--- src/rtl/eq_pkg.sv ---
// eq_pkg: shared state encoding, default sizes and saturating tap helper for the EQ tap bank
package eq_pkg;
   typedef enum logic [1:0] {IDLE, CALC, PUBLISH} eq_state_t;
   localparam int EQ_NBANDS = 4;
   localparam int EQ_GW = 4;
   localparam int EQ_TW = 16;
   function automatic logic [EQ_TW-1:0] sat_tap(input logic [EQ_GW-1:0] gain,
                                                input logic [EQ_TW-1:0] scale,
                                                input logic [EQ_TW-1:0] bias);
      logic [EQ_GW+EQ_TW:0] s;
      s = (EQ_GW+EQ_TW+1)'(gain) * (EQ_GW+EQ_TW+1)'(scale) + (EQ_GW+EQ_TW+1)'(bias);
      return |s[EQ_GW+EQ_TW:EQ_TW] ? '1 : s[EQ_TW-1:0];
   endfunction
endpackage

--- src/rtl/eq_tap_calc.sv ---
// eq_tap_calc: scale, bias and saturate one band's gain code into a tap
module eq_tap_calc #(
   parameter int GW = 4,
   parameter int TW = 16,
   parameter logic [TW-1:0] SCALE = 1,
   parameter logic [TW-1:0] BIAS = 0
) (
   input  logic [GW-1:0] gain,
   output logic [TW-1:0] tap
);
   localparam int W = GW + TW + 1;
   logic [W-1:0] sum;
   // wide enough that the sum can never wrap, so any high bit means saturate
   assign sum = W'(gain) * W'(SCALE) + W'(BIAS);
   assign tap = |sum[W-1:TW] ? '1 : sum[TW-1:0];
endmodule

--- src/rtl/eq_tap_bank.sv ---
// eq_tap_bank: computes one saturated tap per clock and publishes the whole set atomically
module eq_tap_bank
   import eq_pkg::*;
#(
   parameter int NBANDS = EQ_NBANDS,
   parameter int GW = EQ_GW,
   parameter int TW = EQ_TW,
   parameter logic [TW-1:0] SCALE = 1,
   parameter logic [TW-1:0] BIAS = 0,
   parameter bit AUTO = 0
) (
   input  logic                 clk,
   input  logic                 reset,
   input  logic                 start,
   input  logic [NBANDS*GW-1:0] eqVal,
   output logic [NBANDS*TW-1:0] allTaps,
   output logic [7:0]           tapnum,
   output logic                 busy,
   output logic                 taps_valid
);
   localparam logic [7:0] LAST = 8'(NBANDS - 1);
   eq_state_t st, nxt;
   logic [7:0] idx;
   logic [NBANDS*GW-1:0] eq_q, last_eq;
   logic [NBANDS*TW-1:0] shadow;
   logic [TW-1:0] tap;
   logic go;
   eq_tap_calc #(.GW(GW), .TW(TW), .SCALE(SCALE), .BIAS(BIAS)) u_calc (
      .gain(eq_q[idx*GW +: GW]),
      .tap (tap)
   );
   always_comb begin
      go = 1'b0;
      nxt = st;
      unique case (st)
         IDLE: begin
            go = start | (AUTO && eqVal != last_eq);
            nxt = go ? CALC : IDLE;
         end
         CALC: nxt = (idx == LAST) ? PUBLISH : CALC;
         PUBLISH: nxt = IDLE;
         default: nxt = IDLE;
      endcase
   end
   always_ff @(posedge clk or posedge reset) begin
      if (reset) begin
         st <= IDLE;
         idx <= '0;
         eq_q <= '0;
         last_eq <= '0;
         shadow <= '0;
         allTaps <= '0;
         taps_valid <= 1'b0;
      end else begin
         st <= nxt;
         taps_valid <= st == PUBLISH;
         if (go) begin
            eq_q <= eqVal;
            last_eq <= eqVal;
            idx <= '0;
         end
         if (st == CALC) begin
            shadow[idx*TW +: TW] <= tap;
            idx <= idx + 8'd1;
         end
         // the filter only ever sees complete sets
         if (st == PUBLISH) allTaps <= shadow;
      end
   end
   assign busy = st != IDLE;
   assign tapnum = (st == CALC) ? idx : 8'd0;
endmodule

--- config.mk ---
export PLATFORM = sky130hd
export DESIGN_NAME = eq_tap_bank
export DESIGN_NICKNAME = d
export VERILOG_FILES = /design/src/rtl/eq_pkg.sv /design/src/rtl/eq_tap_calc.sv /design/src/rtl/eq_tap_bank.sv
export SDC_FILE = /design/constraint.sdc
export NUM_CORES = 1
export LEC_CHECK = 0
export BUFFER_PORTS_ARGS = -buffer_cell sky130_fd_sc_hd__buf_2
export CAP_MARGIN = 10
export CORE_MARGIN = 2
export CORE_UTILIZATION = 35
export DETAILED_ROUTE_END_ITERATION = 8
export PLACE_DENSITY_LB_ADDON = 0.05
export SYNTH_ARGS = -nofsm -noshare
export SYNTH_HDL_FRONTEND = slang
export SYNTH_SLANG_ARGS = --single-unit
--- constraint.sdc ---
create_clock -name clk -period 2.4 [get_ports clk]
set_input_delay 0.24 -clock clk [delete_from_list [all_inputs] [get_ports clk]]
set_output_delay 0.24 -clock clk [all_outputs]
set_load 0.01 [all_outputs]
After elaboration in Yosys (flattened, before gate mapping) --
Index checks and enable logic that the tools add are counted.
Operators by class: equal/unequal tests 3, multiplexer cells 8, reduce and logical (&&, ||, !) cells 3, shift-type cells 3, add/subtract/negate cells 2
Operators with widths (number):
- $bwmux 64 | 1
- $shift 16x34->64 const A | 1
- $shiftx 16x34->64 | 1
- $neg 12->34 | 1
- $mux 8 | 3
- $shiftx 16x11->4 | 1
- $add 8x1->8 const B | 1
- $eq 8x2->1 const B | 1
- $pmux 2 s2 | 1
- $reduce_bool 2->1 | 2
- $eq 2x1->1 const B | 1
- $eq 2x2->1 const B | 1
- $logic_not 2->1 | 1
- $mux 1 | 2
- $mux 2 | 1
Word-level totals: input bits 19, bits in registers 155, logic and storage cells 25

Longest topological paths before layout --
Gate-level depths: netlist of run 1.
depth after elaboration 4, gate-level depth with buffers 8, gate-level depth less buffers 6

Modules after synthesis --
Synthesis of run 1 repeated with hierarchy kept, for this count alone.
Unflattened totals: cells, all modules 452, area total of the unflattened synthesis 6560.0 sq um
Modules (own cells, without submodules):
- eq_tap_bank | instances 1, cells an instance 435, area an instance 6436.2 sq um, sequential area each 3878.7 sq um
- eq_tap_calc | instances 1, cells an instance 17, area an instance 123.9 sq um, sequential area each 0.0 sq um

Worst setup path before layout of run 1 --
No wires, ideal clock.
kind reg2reg, from register idx[1], to register shadow[48], setup slack 0.093 ns, arrival time 2.182 ns, required time 2.275 ns, buffers on the path 2, stages on the path, launching flop included 9, period minus slack after synthesis 2.307 ns, cell sequence dfrtp_1 > clkbuf_1 > nor2_1 > and3_1 > ha_1 > nand4b_4 > or4_1 > buf_2 > mux2_4
On the way: longest elaborated chain between the ends 3, elaborated cells on any way between the ends 5, classes of those cells add/sub: 1; shift: 3; mux: 1
RTL lines:
- start: declaration | RTL line eq_tap_bank.sv:23 | logic [7:0] idx;
- start signal: assignment | RTL line eq_tap_bank.sv:64 | idx <= idx + 8'd1;
- $neg 12->34 / $shiftx 16x11->4 (equally long branches) | RTL line eq_tap_bank.sv:63, eq_tap_bank.sv:29
- $shiftx 16x34->64 / $shift 16x34->64 (equally long branches) | RTL line eq_tap_bank.sv:63 | shadow[idx*TW +: TW] <= tap;
- $bwmux 64 (*) | RTL line eq_tap_bank.sv:63
- end signal: indexed assignment | RTL line eq_tap_bank.sv:63
- end: declaration | RTL line eq_tap_bank.sv:25 | logic [NBANDS*TW-1:0] shadow;
Every way passes the cells marked *; elsewhere a longest branch is shown, timed or not. A chain may end at the register's enable or synchronous reset.

Worst setup path in the final report of run 1 --
from register idx[5], to register shadow[2]
Same word-level chain as after synthesis.

==> results.md, run 1 <==
* Synth Instances at 264
* Async S/R FF share, synth at 100%
* Slowest cell delay on critical path at 0.47 ns
* Clock skew at 0.00937 ns
* Hold path endpoint: eq_q[8]
* Final Net Count at 340
* Total GRT Usage at 12.7%
* Launch point of the worst reg-to-reg path: idx[5]
* Setup TNS at 0 ns
* IO buf count at 44
* Yosys warning total at 0
* Met3 Usage GRT at 3.01%
* Crit path launch type: flip-flop
* Final Cycle Share at 91.9%
* Area Growth Syn to Fin at 13.3%
* Row count at 34
* CP arrival at 2.43 ns
* Sequential share of the synthesized area at 48.0%
* First-pass GRT wire length at 9450 um
* Slowest stage cell, crit path: dfrtp_2
* HP Start: eqVal[8]
* CTS tree: built
* First DRT Iteration DRCs at 54
* Top_reg_cell synth: dfrtp_1
* Top-area cell type share of the netlist area at 48.0%
* Grt met2 use at 18.7%
* Area of the core at 8640 sq um
* Pins Over Slew Limit at 0
* Die area at 9560 sq um
* DRC violation count after routing at 0
* H-Tree Depth at 3
* Hold Crit Depth at 2
* Routability cong. at 0.770
* Setup slack after layout at 0.194 ns
* Count of cell types in the netlist at 38
* Clk buf depth at 2
* Largest net degree at the start of global routing at 60
* Crit-path cells: nor3_4 -> and3_1 -> ha_1 -> nor4bb_1 -> and3_1 -> mux2_2
* Worst-case hold slack at 0.128 ns
* Area contributors post-synth: dfrtp_1 48%, mux2_2 13%, buf_4 12%
* Final setup viols at 0
* Synth Register Bits at 59
* Syn Std Cell Area at 3080 sq um
* Post-synth EDFFs at 0
* Largest area contributor in the netlist: dfrtp_1
* Drt wl/cell at 13.3 um
* CP most frequent cell: and3_1
* Met1 Use GR at 17.4%
* Worst vdd ir at 0.430 mV
* Antenna violations before repair at 0
* ANT nets after route at 0
* Post-Route WL at 5730 um
* Commonest non-fill, non-tap cell in the layout: dfrtp_1
* Postcts setup bufs at 0
* Clock Pin Slew Worst Setup and Hold Paths at 0.07 ns
* Max Cap Viol at 0
* Cell leakage power at 1.74 nW
* Setup crit end kind: flip-flop
* Slew @ Worst Pin at 0.734 ns
* Vias/cell at 4.32
* Worst min-delay path class: in -> reg
* DP HPWL at 4090 um
* GR Overflow Total at 0
* N_diodes at 0
* Power Density at 1190 nW/um^2
* Initial Util at 35.6%
* Hold Vio Cnt, Final at 0
* Synthesized area per cell at 11.7 sq um
* Slew HR at 51.1%
* Fmax at 453 MHz
* Ports at 93
* Vias at 1862
* FF-to-FF End: shadow[2]
* Die span in y at 97.8 um
* Reg2reg path depth at 6
* Root Buffer: clkbuf_8
* Reg-to-reg setup timing slack at 0.19 ns
* Layout cells sized above 1 at 39.0%
* 1st-pass router iterations at 4
* Clk_lat worst skew at 0.34 ns
* Via count of the first global-routing pass at 1871
* Final Core Density at 40.4%
* Post-Place Setup Slack at 0.114 ns
* WS Path Type: reg -> reg
* Total CTS buffers at 9
* Power Total at 4.16 mW
* Crit Path Max Fanout at 8
* Most frequent cells in the layout: 58 x dfrtp_1, 48 x conb_1, 44 x buf_2
* Die X at 97.8 um
* CP required at 2.62 ns
* CTS sink count at 59
* Status: finished clean
* GRT busiest layer: met2
* RSZ-0062 raised after global routing: false
* Final Critical Period at 2.21 ns
## final cells by class
type / count / area [sq um]
clock inverters: 5 / 38.8
well taps: 108 / 135
repair buffers: 58 / 340
flip-flops and latches: 59 / 1480
fillers: 850 / 5150
clock buffers: 11 / 141
inverters: 11 / 41.3
multi-input cells: 179 / 1310
## per-stage QoR
stage               cell area (sq um)  std cells
finish                           3490        431
global route                     3490        431
CTS                              3480        431
detailed placement               3290        414
global placement                 3290        414
floorplan                        3250        311
## worst max path at each step
| stage | from | endpoint | slack, ns |
|---|---|---|---|
| 6_report | idx[5] | shadow[2] | 0.19 |
| 5_1_grt | idx[5] | shadow[2] | 0.06 |
| 4_1_cts | idx[5] | shadow[50] | 0.10 |
| 3_5_place_dp | idx[5] | shadow[48] | 0.11 |
| 3_3_place_gp | idx[5] | shadow[49] | 0.16 |
| 2_1_floorplan | idx[1] | shadow[48] | 0.09 |
## worst max-delay path: cells and delay by family (launching register included)
kind | cells | cell delay (ns)
mux | 1 | 0.36
fa+ha+maj | 1 | 0.28
flops | 1 | 0.47
simple gates | 4 | 0.98
## registers in the layout, indices dropped and copies added (netlist names)
register,cells
taps_valid,1
shadow,16
allTaps,16
idx,8
st,2
eq_q,16
## power breakdown
part | switching (mW) | total [mW] | internal (mW)
sequential | 0.191 | 1.55 | 1.36
combinational | 0.913 | 1.79 | 0.875
clock | 0.412 | 0.816 | 0.404
## synthesized netlist by cell type (2+ instances only)
cell and instances:
nor3_1 2, inv_1 11, mux4_2 4, buf_2 4, mux2i_1 4, buf_4 50
nor2_1 11, ha_1 3, nand2b_1 2, and2_1 9, and3_1 3, xor2_1 2
o22ai_1 2, o21ai_0 9, o21bai_1 2, mux2_4 4, nand3_1 4, nand2_1 18
dfrtp_1 59, clkbuf_1 7, mux2_2 36, nand4_1 2
## what timing repair did
item	CTS	global route
hold endpoints to repair	59	0
hold buffers	1	0
setup endpoints to repair	0	4
resized for setup	0	2
## metal layers
layer	vias to the layer above	wire length, um
li1	902	-
met1	904	2840
met2	48	2600
met3	8	197
met4	0	97
met5	-	0
## logic make-up after synthesis
family                     after synthesis  share of synthesized area, %
AOI/OAI and AO/OA                       16                          3.17
xor gates and xnor gates                 4                          1.38
adders and majority gates                3                          1.22
buffers and inverters                   73                          15.4
DFF                                     59                          48.0
muxes                                   48                          19.3
other                                    1                         0.122
and+or+nand+nor                         60                          11.4
No activity file was read; power rests on OpenSTA's default activity.
==> run 2, diff against run 1 <==
Settings changed: CTS_CLUSTER_SIZE from default to 30, SYNTH_HIERARCHICAL from default to 1.
==> results.md, run 2 <==
* Status: finished with violations (was finished clean)
* Failing checks: negative hold slack, negative setup slack
* Vias/cell at 4.68 (was 4.32)
* Post-synth EDFFs at 0 (unchanged)
* N_diodes at 0 (unchanged)
* CP arrival at 3.13 ns (was 2.43 ns)
* Clock Pin Slew Worst Setup and Hold Paths at 0.06 ns (was 0.07 ns)
* Total GRT Usage at 14.8% (was 12.7%)
* Clk_lat worst skew at 0.41 ns (was 0.34 ns)
* GRT busiest layer: met2 (unchanged)
* Grt met2 use at 22.6% (was 18.7%)
* Area Growth Syn to Fin at 25.5% (was 13.3%)
* Synth cell count leaders: 155 x dfrtp_1, 110 x mux2_2, 20 x mux2_4, 20 x nand2_1, 19 x inv_1 (was 59 x dfrtp_1, 50 x buf_4, 36 x mux2_2)
* WS Path Type: reg -> reg (unchanged)
* First-pass GRT wire length at 22800 um (was 9450 um)
* Commonest non-fill, non-tap cell in the layout: dfrtp_1 (unchanged)
* Die span in y at 141 um (was 97.8 um)
* Yosys warning total at 6 (was 0)
* Reg2reg path depth at 9 (was 6)
* Final non-filler cell total at 818 (was 431)
* Worst vdd ir at 0.615 mV (was 0.430 mV)
* DP HPWL at 9140 um (was 4090 um)
* Ports at 93 (unchanged)
* Sequential share of the synthesized area at 59.1% (was 48.0%)
* Syn Std Cell Area at 6560 sq um (was 3080 sq um)
* Clock skew at 0.00804 ns (was 0.00937 ns)
* Worst-case hold slack at -0.0144 ns (was 0.128 ns)
* Max Cap Viol at 0 (unchanged)
* First DRT Iteration DRCs at 124 (was 54)
* Placed cells at 779 (was 414)
* Setup crit end kind: flip-flop (unchanged)
* Crit path launch type: flip-flop (unchanged)
* Largest regs: allTaps x64, shadow x64, eq_q x16 (was allTaps x16, eq_q x16, shadow x16)
* Largest area contributor in the netlist: dfrtp_1 (unchanged)
* Setup slack after layout at -0.432 ns (was 0.194 ns)
* Fmax at 353 MHz (was 453 MHz)
* Reg-to-reg setup timing slack at -0.43 ns (was 0.19 ns)
* Leading cell type by number of instances after synthesis: dfrtp_1 (unchanged)
* Launch point of the worst reg-to-reg path: idx[2] (was idx[5])
* Cell leakage power at 3.83 nW (was 1.74 nW)
* Top_reg_cell synth: dfrtp_1 (unchanged)
* Area of the core at 18500 sq um (was 8640 sq um)
* Async S/R FF share, synth at 100% (unchanged)
* Final Net Count at 595 (was 340)
* Worst min-delay path class: in -> async (was in -> reg)
* Slew HR at 57.2% (was 51.1%)
* Drt wl/cell at 17.0 um (was 13.3 um)
* Antenna violations before repair at 0 (unchanged)
* Slew @ Worst Pin at 0.642 ns (was 0.734 ns)
* CTS tree: built (unchanged)
* Synthesized area per cell at 14.5 sq um (was 11.7 sq um)
* Clk buf depth at 2 (unchanged)
* Crit Path Max Fanout at 4 (was 8)
* Top-area cell type share of the netlist area at 59.1% (was 48.0%)
* Die area at 19900 sq um (was 9560 sq um)
* Count of cell types in the netlist at 45 (was 38)
* CTS sink count at 155 (was 59)
* Synth Register Bits at 155 (was 59)
* Largest net degree at the start of global routing at 115 (was 60)
* IO buf count at 92 (was 44)
* Initial Util at 35.4% (was 35.6%)
* Routability cong. at 0.853 (was 0.770)
* Total CTS buffers at 17 (was 9)
* Area contributors post-synth: dfrtp_1 59%, mux2_2 19%, mux2_4 4.6% (was dfrtp_1 48%, mux2_2 13%, buf_4 12%)
* Critical path launch point: idx[2] (was idx[5])
* DRC violation count after routing at 0 (unchanged)
* Final Cycle Share at 118% (was 91.9%)
* CP required at 2.69 ns (was 2.62 ns)
* Die X at 141 um (was 97.8 um)
* Final Core Density at 44.5% (was 40.4%)
* Post-Route WL at 13900 um (was 5730 um)
* Most frequent cells in the layout: 155 x dfrtp_1, 92 x buf_2, 86 x mux2_2 (was 58 x dfrtp_1, 48 x conb_1, 44 x buf_2)
* Power Total at 11.1 mW (was 4.16 mW)
* Root Buffer: clkbuf_16 (was clkbuf_8)
* ANT nets after route at 0 (unchanged)
* FF-to-FF End: shadow[19] (was shadow[2])
* GR Overflow Total at 0 (unchanged)
* 1st-pass router iterations at 4 (unchanged)
* Setup TNS at -22.93 ns (was 0 ns)
* Synth Instances at 452 (was 264)
* Layout cells sized above 1 at 53.9% (was 39.0%)
* Hold Vio Cnt, Final at 3 (was 0)
* Pins Over Slew Limit at 0 (unchanged)
* Final Critical Period at 2.83 ns (was 2.21 ns)
* Vias at 3830 (was 1862)
* Power Density at 1350 nW/um^2 (was 1190 nW/um^2)
* Met1 Use GR at 20.9% (was 17.4%)
* Met3 Usage GRT at 2.85% (was 3.01%)
* Via count of the first global-routing pass at 4160 (was 1871)
* Row count at 50 (was 34)
* Critical path capture point: shadow[19] (was shadow[2])
* Final setup viols at 64 (was 0)
* H-Tree Depth at 4 (was 3)
* RSZ-0062 raised after global routing: true (was false)
==> run 2: logic make-up (layout without fill, tap and decap cells) <==
| logic type | after synthesis | in the layout | synth area share [%] |
|---|---|---|---|
| adder cells (fa/ha/maj) | 3 | 3 | 0.572 |
| XOR/XNOR | 5 | 5 | 0.668 |
| buffers and inverters | 59 | 180 | 4.94 |
| flip-flops | 155 | 155 | 59.1 |
| AO/OA/AOI/OAI | 13 | 13 | 1.34 |
| AND/OR/NAND/NOR | 68 | 68 | 6.33 |
| multiplexers | 148 | 148 | 27.0 |
| other | 1 | 12 | 0.0572 |
==> run 2: worst min path at each step <==
stage / startpoint / to / slack [ns]
2_1_floorplan: eqVal[0] / eq_q[0] / 0.39
3_3_place_gp: reset / shadow[43] / 0.47
3_5_place_dp: reset / shadow[11] / 0.47
4_1_cts: reset / shadow[11] / 0.02
5_1_grt: eqVal[11] / eq_q[11] / 0.04
6_report: reset / allTaps[42] / -0.01
==> run 2: cell type report <==
type	instances	area [sq um]
clock inverters	6	110
multi-input cells	249	2550
clock buffers	24	502
inverters	19	75.1
repair buffers	131	828
fillers	1704	10300
well taps	234	293
flip-flops and latches	155	3880
==> run 2: what timing repair did <==
| action | in CTS | in global routing |
|---|---|---|
| gates cloned | 2 | 0 |
| hold buffers | 0 | 0 |
| resized for setup | 30 | 16 |
| endpoints found under the setup margin | 64 | 64 |
| pin swaps | 2 | 0 |
| buffers inserted | 7 | 2 |
==> run 2: worst max-delay path, stage by stage (launching register included) <==
cell and delay, ns:
dfrtp_1 0.38, or2_4 0.25, or4_4 0.42, nor3_2 0.11, ha_1 0.15, or4b_4 0.49
nor4_4 0.17, nor3b_4 0.29, buf_4 0.15, mux2_4 0.28
==> run 2: metrics by stage <==
step           area, sq um  setup WS [ns]  hold slack [ns]
6_report              8240         -0.432          -0.0144
5_1_grt               8240         -0.553           0.0431
4_1_cts               8170         -0.440           0.0235
3_5_place_dp          7390         -0.470            0.472
3_3_place_gp          7390         -0.413            0.466
2_1_floorplan         6630         -0.499            0.392
==> run 2: power by group <==
part	leakage (nW)	internal, mW	switching [mW]
clock	0.294	1.76	1.02
sequential	1.87	3.67	0.604
combinational	1.67	2.20	1.84
total	3.83	7.63	3.46
==> run 2: metal layers <==
metal,vias up,part of all wire (%)
met1,1964,49
li1,1778,-
met2,77,46
met3,11,3.2
met4,0,1.3
met5,-,0
